--- config.mk ---
export PLATFORM = sky130hd
export DESIGN_NAME = decode_flat
export DESIGN_NICKNAME = d
export VERILOG_FILES = /design/src/rtl/mips_pkg.sv /design/src/rtl/decode_if.sv /design/src/rtl/decode_regfile.sv /design/src/rtl/decode.sv /design/src/flat_wrapper.sv
export SDC_FILE = /design/constraint.sdc
export NUM_CORES = 2
export LEC_CHECK = 0
export CORE_ASPECT_RATIO = 0.9
export CORE_MARGIN = 2
export CORE_UTILIZATION = 32
export DETAILED_ROUTE_END_ITERATION = 7
export GPL_TIMING_DRIVEN = 0
export PLACE_DENSITY = 0.52
export SYNTH_ARGS = -nofsm -noshare
export SYNTH_HDL_FRONTEND = slang
export SYNTH_SLANG_ARGS = --single-unit
--- constraint.sdc ---
create_clock -name clk -period 2.75 [get_ports clk]
set_input_delay 0.275 -clock clk [delete_from_list [all_inputs] [get_ports clk]]
set_output_delay 0.275 -clock clk [all_outputs]
set_load 0.03 [all_outputs]
--- src/rtl/mips_pkg.sv ---
// Shared MIPS decode-stage definitions.
// Holds the default bubble instruction, register-file geometry, the bit
// positions of each instruction field and a 16->32 sign-extension helper.
// No ports.
package mips_pkg;

  localparam logic [31:0] NOP_WORD_DEFAULT = 32'h0000_0000;
  localparam int          REG_COUNT        = 32;
  localparam int          REG_ADDR_W       = 5;

  // Instruction field bit positions (inclusive MSB/LSB)
  localparam int OPCODE_MSB = 31;
  localparam int OPCODE_LSB = 26;
  localparam int RS_MSB     = 25;
  localparam int RS_LSB     = 21;
  localparam int RT_MSB     = 20;
  localparam int RT_LSB     = 16;
  localparam int RD_MSB     = 15;
  localparam int RD_LSB     = 11;
  localparam int SHAMT_MSB  = 10;
  localparam int SHAMT_LSB  = 6;
  localparam int FUNCT_MSB  = 5;
  localparam int FUNCT_LSB  = 0;
  localparam int IMM_MSB    = 15;
  localparam int IMM_LSB    = 0;

  function automatic logic [31:0] sign_ext16(input logic [15:0] imm);
    return {{16{imm[15]}}, imm};
  endfunction

endpackage

--- src/rtl/decode_if.sv ---
// Bus bundle between the fetch/write-back side and the decode stage.
// master : drives fetch (instruction, adderOutput, stall, flush) and
//          write-back (regWrite, writeReg, writeData); observes decoded outputs.
// slave  : the decode stage itself.
// There is no valid/ready handshake on this bus: the IF/ID latch loads every
// rising edge unless stall holds it or flush replaces it with a bubble;
// validD marks whether the latched word is a real instruction.
interface decode_if;
  import mips_pkg::*;

  logic [31:0]           instruction;
  logic [31:0]           adderOutput;
  logic                  stall;
  logic                  flush;
  logic                  regWrite;
  logic [REG_ADDR_W-1:0] writeReg;
  logic [31:0]           writeData;

  logic [31:0]           pcPlus4D;
  logic [31:0]           instrD;
  logic                  validD;
  logic [5:0]            opcode;
  logic [4:0]            rs;
  logic [4:0]            rt;
  logic [4:0]            rd;
  logic [4:0]            shamt;
  logic [5:0]            funct;
  logic [31:0]           readData1;
  logic [31:0]           readData2;
  logic [31:0]           signImm;

  modport master (
    output instruction, adderOutput, stall, flush, regWrite, writeReg, writeData,
    input  pcPlus4D, instrD, validD, opcode, rs, rt, rd, shamt, funct,
           readData1, readData2, signImm
  );

  modport slave (
    input  instruction, adderOutput, stall, flush, regWrite, writeReg, writeData,
    output pcPlus4D, instrD, validD, opcode, rs, rt, rd, shamt, funct,
           readData1, readData2, signImm
  );

endinterface

--- src/rtl/decode_regfile.sv ---
// regfile: 32 x 32-bit register file, 2 asynchronous read ports, 1 write port.
// Register 0 always reads 0 and ignores writes. Synchronous active-high reset
// clears every register.
// Optional macro DECODE_WB_BYPASS_EN: a write in progress is forwarded to a
// read port addressing the same (non-zero) register in the same cycle.
// Ports:
//   clk, rst               clock, synchronous reset
//   raddr1_i/raddr2_i      read addresses
//   rdata1_o/rdata2_o      read data
//   we_i, waddr_i, wdata_i write enable, address, data
module regfile
  import mips_pkg::*;
(
  input  logic                  clk,
  input  logic                  rst,
  input  logic [REG_ADDR_W-1:0] raddr1_i,
  input  logic [REG_ADDR_W-1:0] raddr2_i,
  output logic [31:0]           rdata1_o,
  output logic [31:0]           rdata2_o,
  input  logic                  we_i,
  input  logic [REG_ADDR_W-1:0] waddr_i,
  input  logic [31:0]           wdata_i
);

`ifdef DECODE_WB_BYPASS_EN
  localparam bit BYPASS = 1'b1;
`else
  localparam bit BYPASS = 1'b0;
`endif

  logic [31:0] regs_q [REG_COUNT];
  logic        wr_live;

  assign wr_live = we_i && (waddr_i != '0);

  always_ff @(posedge clk) begin
    if (rst) begin
      for (int i = 0; i < REG_COUNT; i++) regs_q[i] <= '0;
    end else if (wr_live) begin
      regs_q[waddr_i] <= wdata_i;
    end
  end

  always_comb begin
    rdata1_o = (raddr1_i == '0) ? '0 : regs_q[raddr1_i];
    rdata2_o = (raddr2_i == '0) ? '0 : regs_q[raddr2_i];
    // wr_live already excludes r0, so forwarding never breaks the zero register
    if (BYPASS && wr_live && (waddr_i == raddr1_i)) rdata1_o = wdata_i;
    if (BYPASS && wr_live && (waddr_i == raddr2_i)) rdata2_o = wdata_i;
  end

endmodule

--- src/rtl/decode.sv ---
// decode: MIPS instruction-decode stage. Holds the IF/ID pipeline latch,
// splits the latched instruction into fields, sign-extends the immediate and
// reads the register file at rs/rt.
// Optional macro DECODE_WB_BYPASS_EN (passed through to regfile): same-cycle
// write-back forwarding onto readData1/readData2.
// Ports:
//   clk  rising-edge clock
//   rst  synchronous active-high reset (priority over stall/flush/regWrite)
//   bus  decode_if.slave: fetch inputs, write-back inputs, decoded outputs
module decode
  import mips_pkg::*;
#(
  parameter logic [31:0] NOP_WORD = NOP_WORD_DEFAULT
) (
  input  logic     clk,
  input  logic     rst,
  decode_if.slave  bus
);

  logic [31:0] instr_q;
  logic [31:0] pc_plus4_q;
  logic        valid_q;

  // flush wins over stall; the PC+4 still follows the fetch stage on flush
  always_ff @(posedge clk) begin
    if (rst) begin
      instr_q    <= NOP_WORD;
      pc_plus4_q <= '0;
      valid_q    <= 1'b0;
    end else if (bus.flush) begin
      instr_q    <= NOP_WORD;
      pc_plus4_q <= bus.adderOutput;
      valid_q    <= 1'b0;
    end else if (!bus.stall) begin
      instr_q    <= bus.instruction;
      pc_plus4_q <= bus.adderOutput;
      valid_q    <= 1'b1;
    end
  end

  assign bus.instrD   = instr_q;
  assign bus.pcPlus4D = pc_plus4_q;
  assign bus.validD   = valid_q;
  assign bus.opcode   = instr_q[OPCODE_MSB:OPCODE_LSB];
  assign bus.rs       = instr_q[RS_MSB:RS_LSB];
  assign bus.rt       = instr_q[RT_MSB:RT_LSB];
  assign bus.rd       = instr_q[RD_MSB:RD_LSB];
  assign bus.shamt    = instr_q[SHAMT_MSB:SHAMT_LSB];
  assign bus.funct    = instr_q[FUNCT_MSB:FUNCT_LSB];
  assign bus.signImm  = sign_ext16(instr_q[IMM_MSB:IMM_LSB]);

  regfile u_regfile (
    .clk      (clk),
    .rst      (rst),
    .raddr1_i (instr_q[RS_MSB:RS_LSB]),
    .raddr2_i (instr_q[RT_MSB:RT_LSB]),
    .rdata1_o (bus.readData1),
    .rdata2_o (bus.readData2),
    .we_i     (bus.regWrite),
    .waddr_i  (bus.writeReg),
    .wdata_i  (bus.writeData)
  );

endmodule

--- src/flat_wrapper.sv ---
// flat-port wrapper written by rule: the top's interface ports become plain ports
module decode_flat import mips_pkg::*;
#(
  parameter logic [31:0] NOP_WORD = NOP_WORD_DEFAULT
)
  (clk, rst, bus_instruction, bus_adderOutput, bus_stall, bus_flush, bus_regWrite, bus_writeReg, bus_writeData, bus_pcPlus4D, bus_instrD, bus_validD, bus_opcode, bus_rs, bus_rt, bus_rd, bus_shamt, bus_funct, bus_readData1, bus_readData2, bus_signImm);
  decode_if bus_i ();
  input  logic clk;
  input  logic rst;
  input wire logic [$bits(bus_i.instruction)-1:0] bus_instruction;
  input wire logic [$bits(bus_i.adderOutput)-1:0] bus_adderOutput;
  input wire logic [$bits(bus_i.stall)-1:0] bus_stall;
  input wire logic [$bits(bus_i.flush)-1:0] bus_flush;
  input wire logic [$bits(bus_i.regWrite)-1:0] bus_regWrite;
  input wire logic [$bits(bus_i.writeReg)-1:0] bus_writeReg;
  input wire logic [$bits(bus_i.writeData)-1:0] bus_writeData;
  output wire logic [$bits(bus_i.pcPlus4D)-1:0] bus_pcPlus4D;
  output wire logic [$bits(bus_i.instrD)-1:0] bus_instrD;
  output wire logic [$bits(bus_i.validD)-1:0] bus_validD;
  output wire logic [$bits(bus_i.opcode)-1:0] bus_opcode;
  output wire logic [$bits(bus_i.rs)-1:0] bus_rs;
  output wire logic [$bits(bus_i.rt)-1:0] bus_rt;
  output wire logic [$bits(bus_i.rd)-1:0] bus_rd;
  output wire logic [$bits(bus_i.shamt)-1:0] bus_shamt;
  output wire logic [$bits(bus_i.funct)-1:0] bus_funct;
  output wire logic [$bits(bus_i.readData1)-1:0] bus_readData1;
  output wire logic [$bits(bus_i.readData2)-1:0] bus_readData2;
  output wire logic [$bits(bus_i.signImm)-1:0] bus_signImm;
  assign bus_i.instruction = bus_instruction;
  assign bus_i.adderOutput = bus_adderOutput;
  assign bus_i.stall = bus_stall;
  assign bus_i.flush = bus_flush;
  assign bus_i.regWrite = bus_regWrite;
  assign bus_i.writeReg = bus_writeReg;
  assign bus_i.writeData = bus_writeData;
  assign bus_pcPlus4D = bus_i.pcPlus4D;
  assign bus_instrD = bus_i.instrD;
  assign bus_validD = bus_i.validD;
  assign bus_opcode = bus_i.opcode;
  assign bus_rs = bus_i.rs;
  assign bus_rt = bus_i.rt;
  assign bus_rd = bus_i.rd;
  assign bus_shamt = bus_i.shamt;
  assign bus_funct = bus_i.funct;
  assign bus_readData1 = bus_i.readData1;
  assign bus_readData2 = bus_i.readData2;
  assign bus_signImm = bus_i.signImm;
  decode #(.NOP_WORD(NOP_WORD)) u_core (.clk(clk), .rst(rst), .bus(bus_i));
endmodule
## After elaboration in Yosys (flattened, before gate mapping)

Memory sizes are Yosys's and may differ from the RTL's. A register that Yosys moved wholly into a read port is not among the register bits.
Index checks and enable logic that the tools add are counted.

| word-level totals | value |
|---|---|
| register bits after elaboration | 65 |
| bits in writable memories | 1024 |
| input bits | 106 |
| output and inout port bits | 193 |
| logic and storage cells | 27 |
| memories kept | 1 |

| cells by class | value |
|---|---|
| eq/ne operators | 1 |
| muxes and demuxes | 16 |
| reductions and logical operators | 6 |

Memories:

| memory | words | width | rd ports | clocked after memory_dff | wr ports | RTL line | RTL |
|---|---|---|---|---|---|---|---|
| u_core.u_regfile.regs_q | 32 | 32 | 2 | 2 | 32 | decode_regfile.sv:31 | `logic [31:0] regs_q [REG_COUNT];` |

Operator list:

| cell | number |
|---|---|
| 2-to-1 mux 32 bit | 5 |
| OR reduction 32 bit | 1 |
| 2-to-1 mux 5 bit | 5 |
| zero test 5 bit | 2 |
| 2-to-1 mux 1 bit | 6 |
| nonzero test 5 bit | 1 |
| != test 2 x 1 -> 1 bit, second input constant | 1 |
| OR reduction 2 bit | 1 |
| logical AND 1 bit | 1 |

## Logic depth before layout (Yosys ltp)

| logic depth | value |
|---|---|
| depth after elaboration | 7 |
| gate-level depth with buffers | 8 |
| gate-level depth less buffers | 4 |

## Hierarchy

Synthesis repeated with hierarchy kept, for this count alone.

| unflattened totals | value |
|---|---|
| cells, all modules | 3819 |
| area total of the unflattened synthesis | 57388.8 µm² |

Modules (own cells, without submodules):

| module | instances | cells each | area each (µm²) | seq. area each (µm²) |
|---|---|---|---|---|
| regfile | 1 | 3502 | 54232.0 | 30749.5 |
| decode | 1 | 317 | 3156.8 | 1301.2 |

## Worst setup path before layout

Ideal clock, no wire load.

| path | value |
|---|---|
| path type | register -> output |
| from | register (tool-made name) |
| to | output port bus_readData1[13] |
| data arrival time | 1.951 ns |
| required time | 2.475 ns |
| path slack | 0.524 ns |
| cell stages (with the launch flop) | 9 |
| cell sequence | dfxtp_1 -> buf_6 -> buf_6 -> buf_12 -> and2b_4 -> buf_6 -> a221oi_1 -> o21ai_0 -> a31oi_1 |

RTL lines:

| element | RTL line | RTL |
|---|---|---|
| to (decl) | flat_wrapper.sv:26 | `output wire logic [$bits(bus_i.readData1)-1:0] bus_readData1;` |

==> flow_summary.ini <==
[run_status]
status = complete, but fails checks
violations = setup timing

[sta]
hold_ws_ns = 0.0729
fin_crit_sh_pct = 125
fmax_ghz = 0.291
relSlewSlack_pct = 3.19
layout_setup_ws_ns = -0.687
setup_viol = 380
finalHoldViolations = 0
period_needed_ns = 3.44
finClkSkew_ns = 0.00732
slew_violations = 0
rsz0062_at_grt = yes
tightest_slew_ns = 1.45

[power_and_ir_drop]
p_sw_share_pct = 26.8
p_switching_uw = 11200
ir_worst_vdd_uv = 528
p_comb_share_pct = 14.2
p_int_uw = 30600
powerDensity_nw_per_um2 = 571
leakagePower_uw = 0.0242
power.share.clock_pct = 38.8
p_seq_share_pct = 47.0

[cts]
root_buffer = clkbuf_16
cts_tree = done
clk_latency_ns = 0.75
h-tree-depth = 3
cts_made_buffers = 120
clkTransAtPathRegs_ns = 0.06
clk_path_buf_depth = 3
cts.sinks = 1099
cts-hold-fix-buffers = 0

[place]
hpwl_mm = 164
place_congestion = 0.909
io_buffers = 297
dpl.cell_count = 6590

[die]
start_util_pct = 32.3
pin_count = 299
std_cell_rows = 147
core_area_um2 = 179000
die-area_um2 = 184000
die_x_um = 452
die_h_um = 407

[synthesis]
synth_seq_cells = 1099
yosys_warnings = 0
syn_inst = 3878
ys_top_cells_by_area = edfxtp_1 53%, mux4_2 17%, and2_1 11%
synth_seq_area_share_pct = 55.9
syn_area_um2 = 57700
post-synth-top-area-fraction_pct = 53.3
synth_cell_types = 39
synth.avg_cell_area_um2 = 14.9
synth_area_leader_cell = edfxtp_1

[route]
met1Wirelength_mm = 101
wl_met3_mm = 26.6
firstDrtPassIters = 5
finalWirelength_mm = 247
wl_per_cell_um = 35.5
drc = 0
routed_via_density = 5.75
vias = 40000
drtIter0Drc = 5656
top_layer_used = met5
met2_length_mm = 106
ant_nets = 0

[global_routing]
grt_pass1_vias = 39400
grt_pass1_wl_mm = 327
overflow = 0
grtUsageTotal_pct = 26.0
grt_max_degree = 33
antenna_found_initial = 10

[critical_path]
worstPathRequired_ns = 2.48
path_max_fanout = 10
critPathMaxStageDelay_ns = 0.50
path_cells = buf_4 -> nor2_2 -> clkbuf_4 -> a221o_1 -> a31oi_4 -> buf_6
cp-end-kind = output port
cp-start-kind = register
cp_data_arrival_time_ns = 3.16
criticalPathCategory = register to output port
crit_path_top_delay_cell = nor2_2

[flow_run]
cap_violations = 0

[hold_path]
hp-class = input pin to register

[finish]
final_core_util_pct = 41.0
layout-drive-gt1-share_pct = 30.1
final_nets = 4570
syn_to_final_growth_pct = 26.9
final_cells = 6951
[logic make-up after synthesis]
| kind of cell | share of synthesized area [%] |
|---|---|
| muxes | 22.6 |
| AOI/OAI and AO/OA | 4.23 |
| DFF | 55.9 |
| other | 0.00650 |
| buffers and inverters | 4.69 |
| and+or+nand+nor | 12.6 |
[power by group through the flow]
| stage | Sequential [uW] | Clock [uW] | Combinational (uW) |
|---|---|---|---|
| after floorplan | 19900 | 0 | 2670 |
| after global placement | 19900 | 0 | 4910 |
| after detailed placement | 20000 | 0 | 4930 |
| after CTS | 19600 | 16200 | 5610 |
| after global routing | 19700 | 16800 | 6070 |
| final | 19600 | 16200 | 5940 |
[per-stage QoR]
| stage | cell area [um2] | setup slack (ns) | setup TNS [ns] | power (uW) |
|---|---|---|---|---|
| floorplan | 57800 | 0.524 | 0 | 22500 |
| global placement | 63800 | -1.82 | -1399.03 | 24800 |
| detailed placement | 63800 | -1.61 | -1405.91 | 24900 |
| CTS | 71500 | -0.698 | -37.45 | 41500 |
| global route | 73200 | -0.644 | -69.54 | 42700 |
| finish | 73300 | -0.687 | -61.64 | 41800 |
[timing repair]
| item | 4_1_cts | 5_1_grt |
|---|---|---|
| gates cloned | 9 | 21 |
| hold endpoints to repair | 0 | 0 |
| pin swaps | 82 | 101 |
| setup buffers | 50 | 68 |
| gates resized for setup | 1153 | 191 |
| endpoints found under the setup margin | 875 | 205 |
[critical path, delay by kind of cell (launching register included)]
family                 cells  cell delay (ns)
AO/OA/AOI/OAI              2             0.51
buffers and inverters      3             0.99
AND/OR/NAND/NOR            1             0.50
flip-flops                 1             0.38
[cell usage in the layout, fill, tap and decap left out, types with 33 or more instances in the layout]
| master | n |
|---|---|
| buf_6 | 111 |
| buf_4 | 143 |
| and2_1 | 992 |
| dfxtp_1 | 68 |
| or2_4 | 33 |
| nor2_1 | 59 |
| mux2i_1 | 258 |
| clkbuf_16 | 140 |
| clkdlybuf4s50_1 | 233 |
| buf_12 | 74 |
| a21oi_1 | 33 |
| clkbuf_1 | 242 |
| a31oi_4 | 53 |
| a22oi_2 | 59 |
| a221o_1 | 38 |
| mux4_2 | 440 |
| edfxtp_1 | 1024 |
| nand2_1 | 113 |
| buf_8 | 38 |
[layer usage]
layer,global-route usage (%),vias up
met5,0,-
met4,11.5,4
met3,6.71,505
met2,38.5,2631
met1,35.8,20900
li1,-,16000
[sequential cells by signal (all words and copies together) (netlist names), named ones only]
name	flops
u_core.bus.validD	1
u_core.bus.instrD	32
u_core.bus.pcPlus4D	32
u_core.u_regfile.regs_q	1024
[cell type report]
class | instances | area (um2)
flip-flops and latches | 1099 | 32300
diodes | 3 | 7.51
fillers | 16400 | 106000
repair buffers | 435 | 4950
clock buffers | 151 | 3190
multi-input cells | 2338 | 25200
plain buffers | 467 | 4090
inverters | 3 | 11.3
well taps | 2384 | 2980
clock inverters | 71 | 577
[synth_stat cells, drive strengths merged]
cell type	instances
nand3	1
a221oi	39
nand2	116
nand4bb	1
or3b	2
clkbuf	265
nand3b	3
nor2b	6
conb	1
nor2	74
nand4b	1
buf	209
a22oi	64
edfxtp	1024
a31oi	64
and2b	1
o2111ai	25
or3	1
dfxtp	75
nand2b	2
inv	3
or2	32
and2	994
nor3b	1
o21ai	39
or4	2
mux4	448
a21oi	33
a221o	64
mux2i	288
[path summary, 6_finish.rpt]
path,startpoint,endpoint,slack [ns],cells after the start
max,register,bus_readData1[6],-0.69,6
max reg2reg,u_core.bus.instrD[24],register,1.85,2
min reg2reg,u_core.bus.validD,u_core.bus.validD,0.45,2
min,bus_adderOutput[3],u_core.bus.pcPlus4D[3],0.07,3
Power figures use the tool's default switching activity.
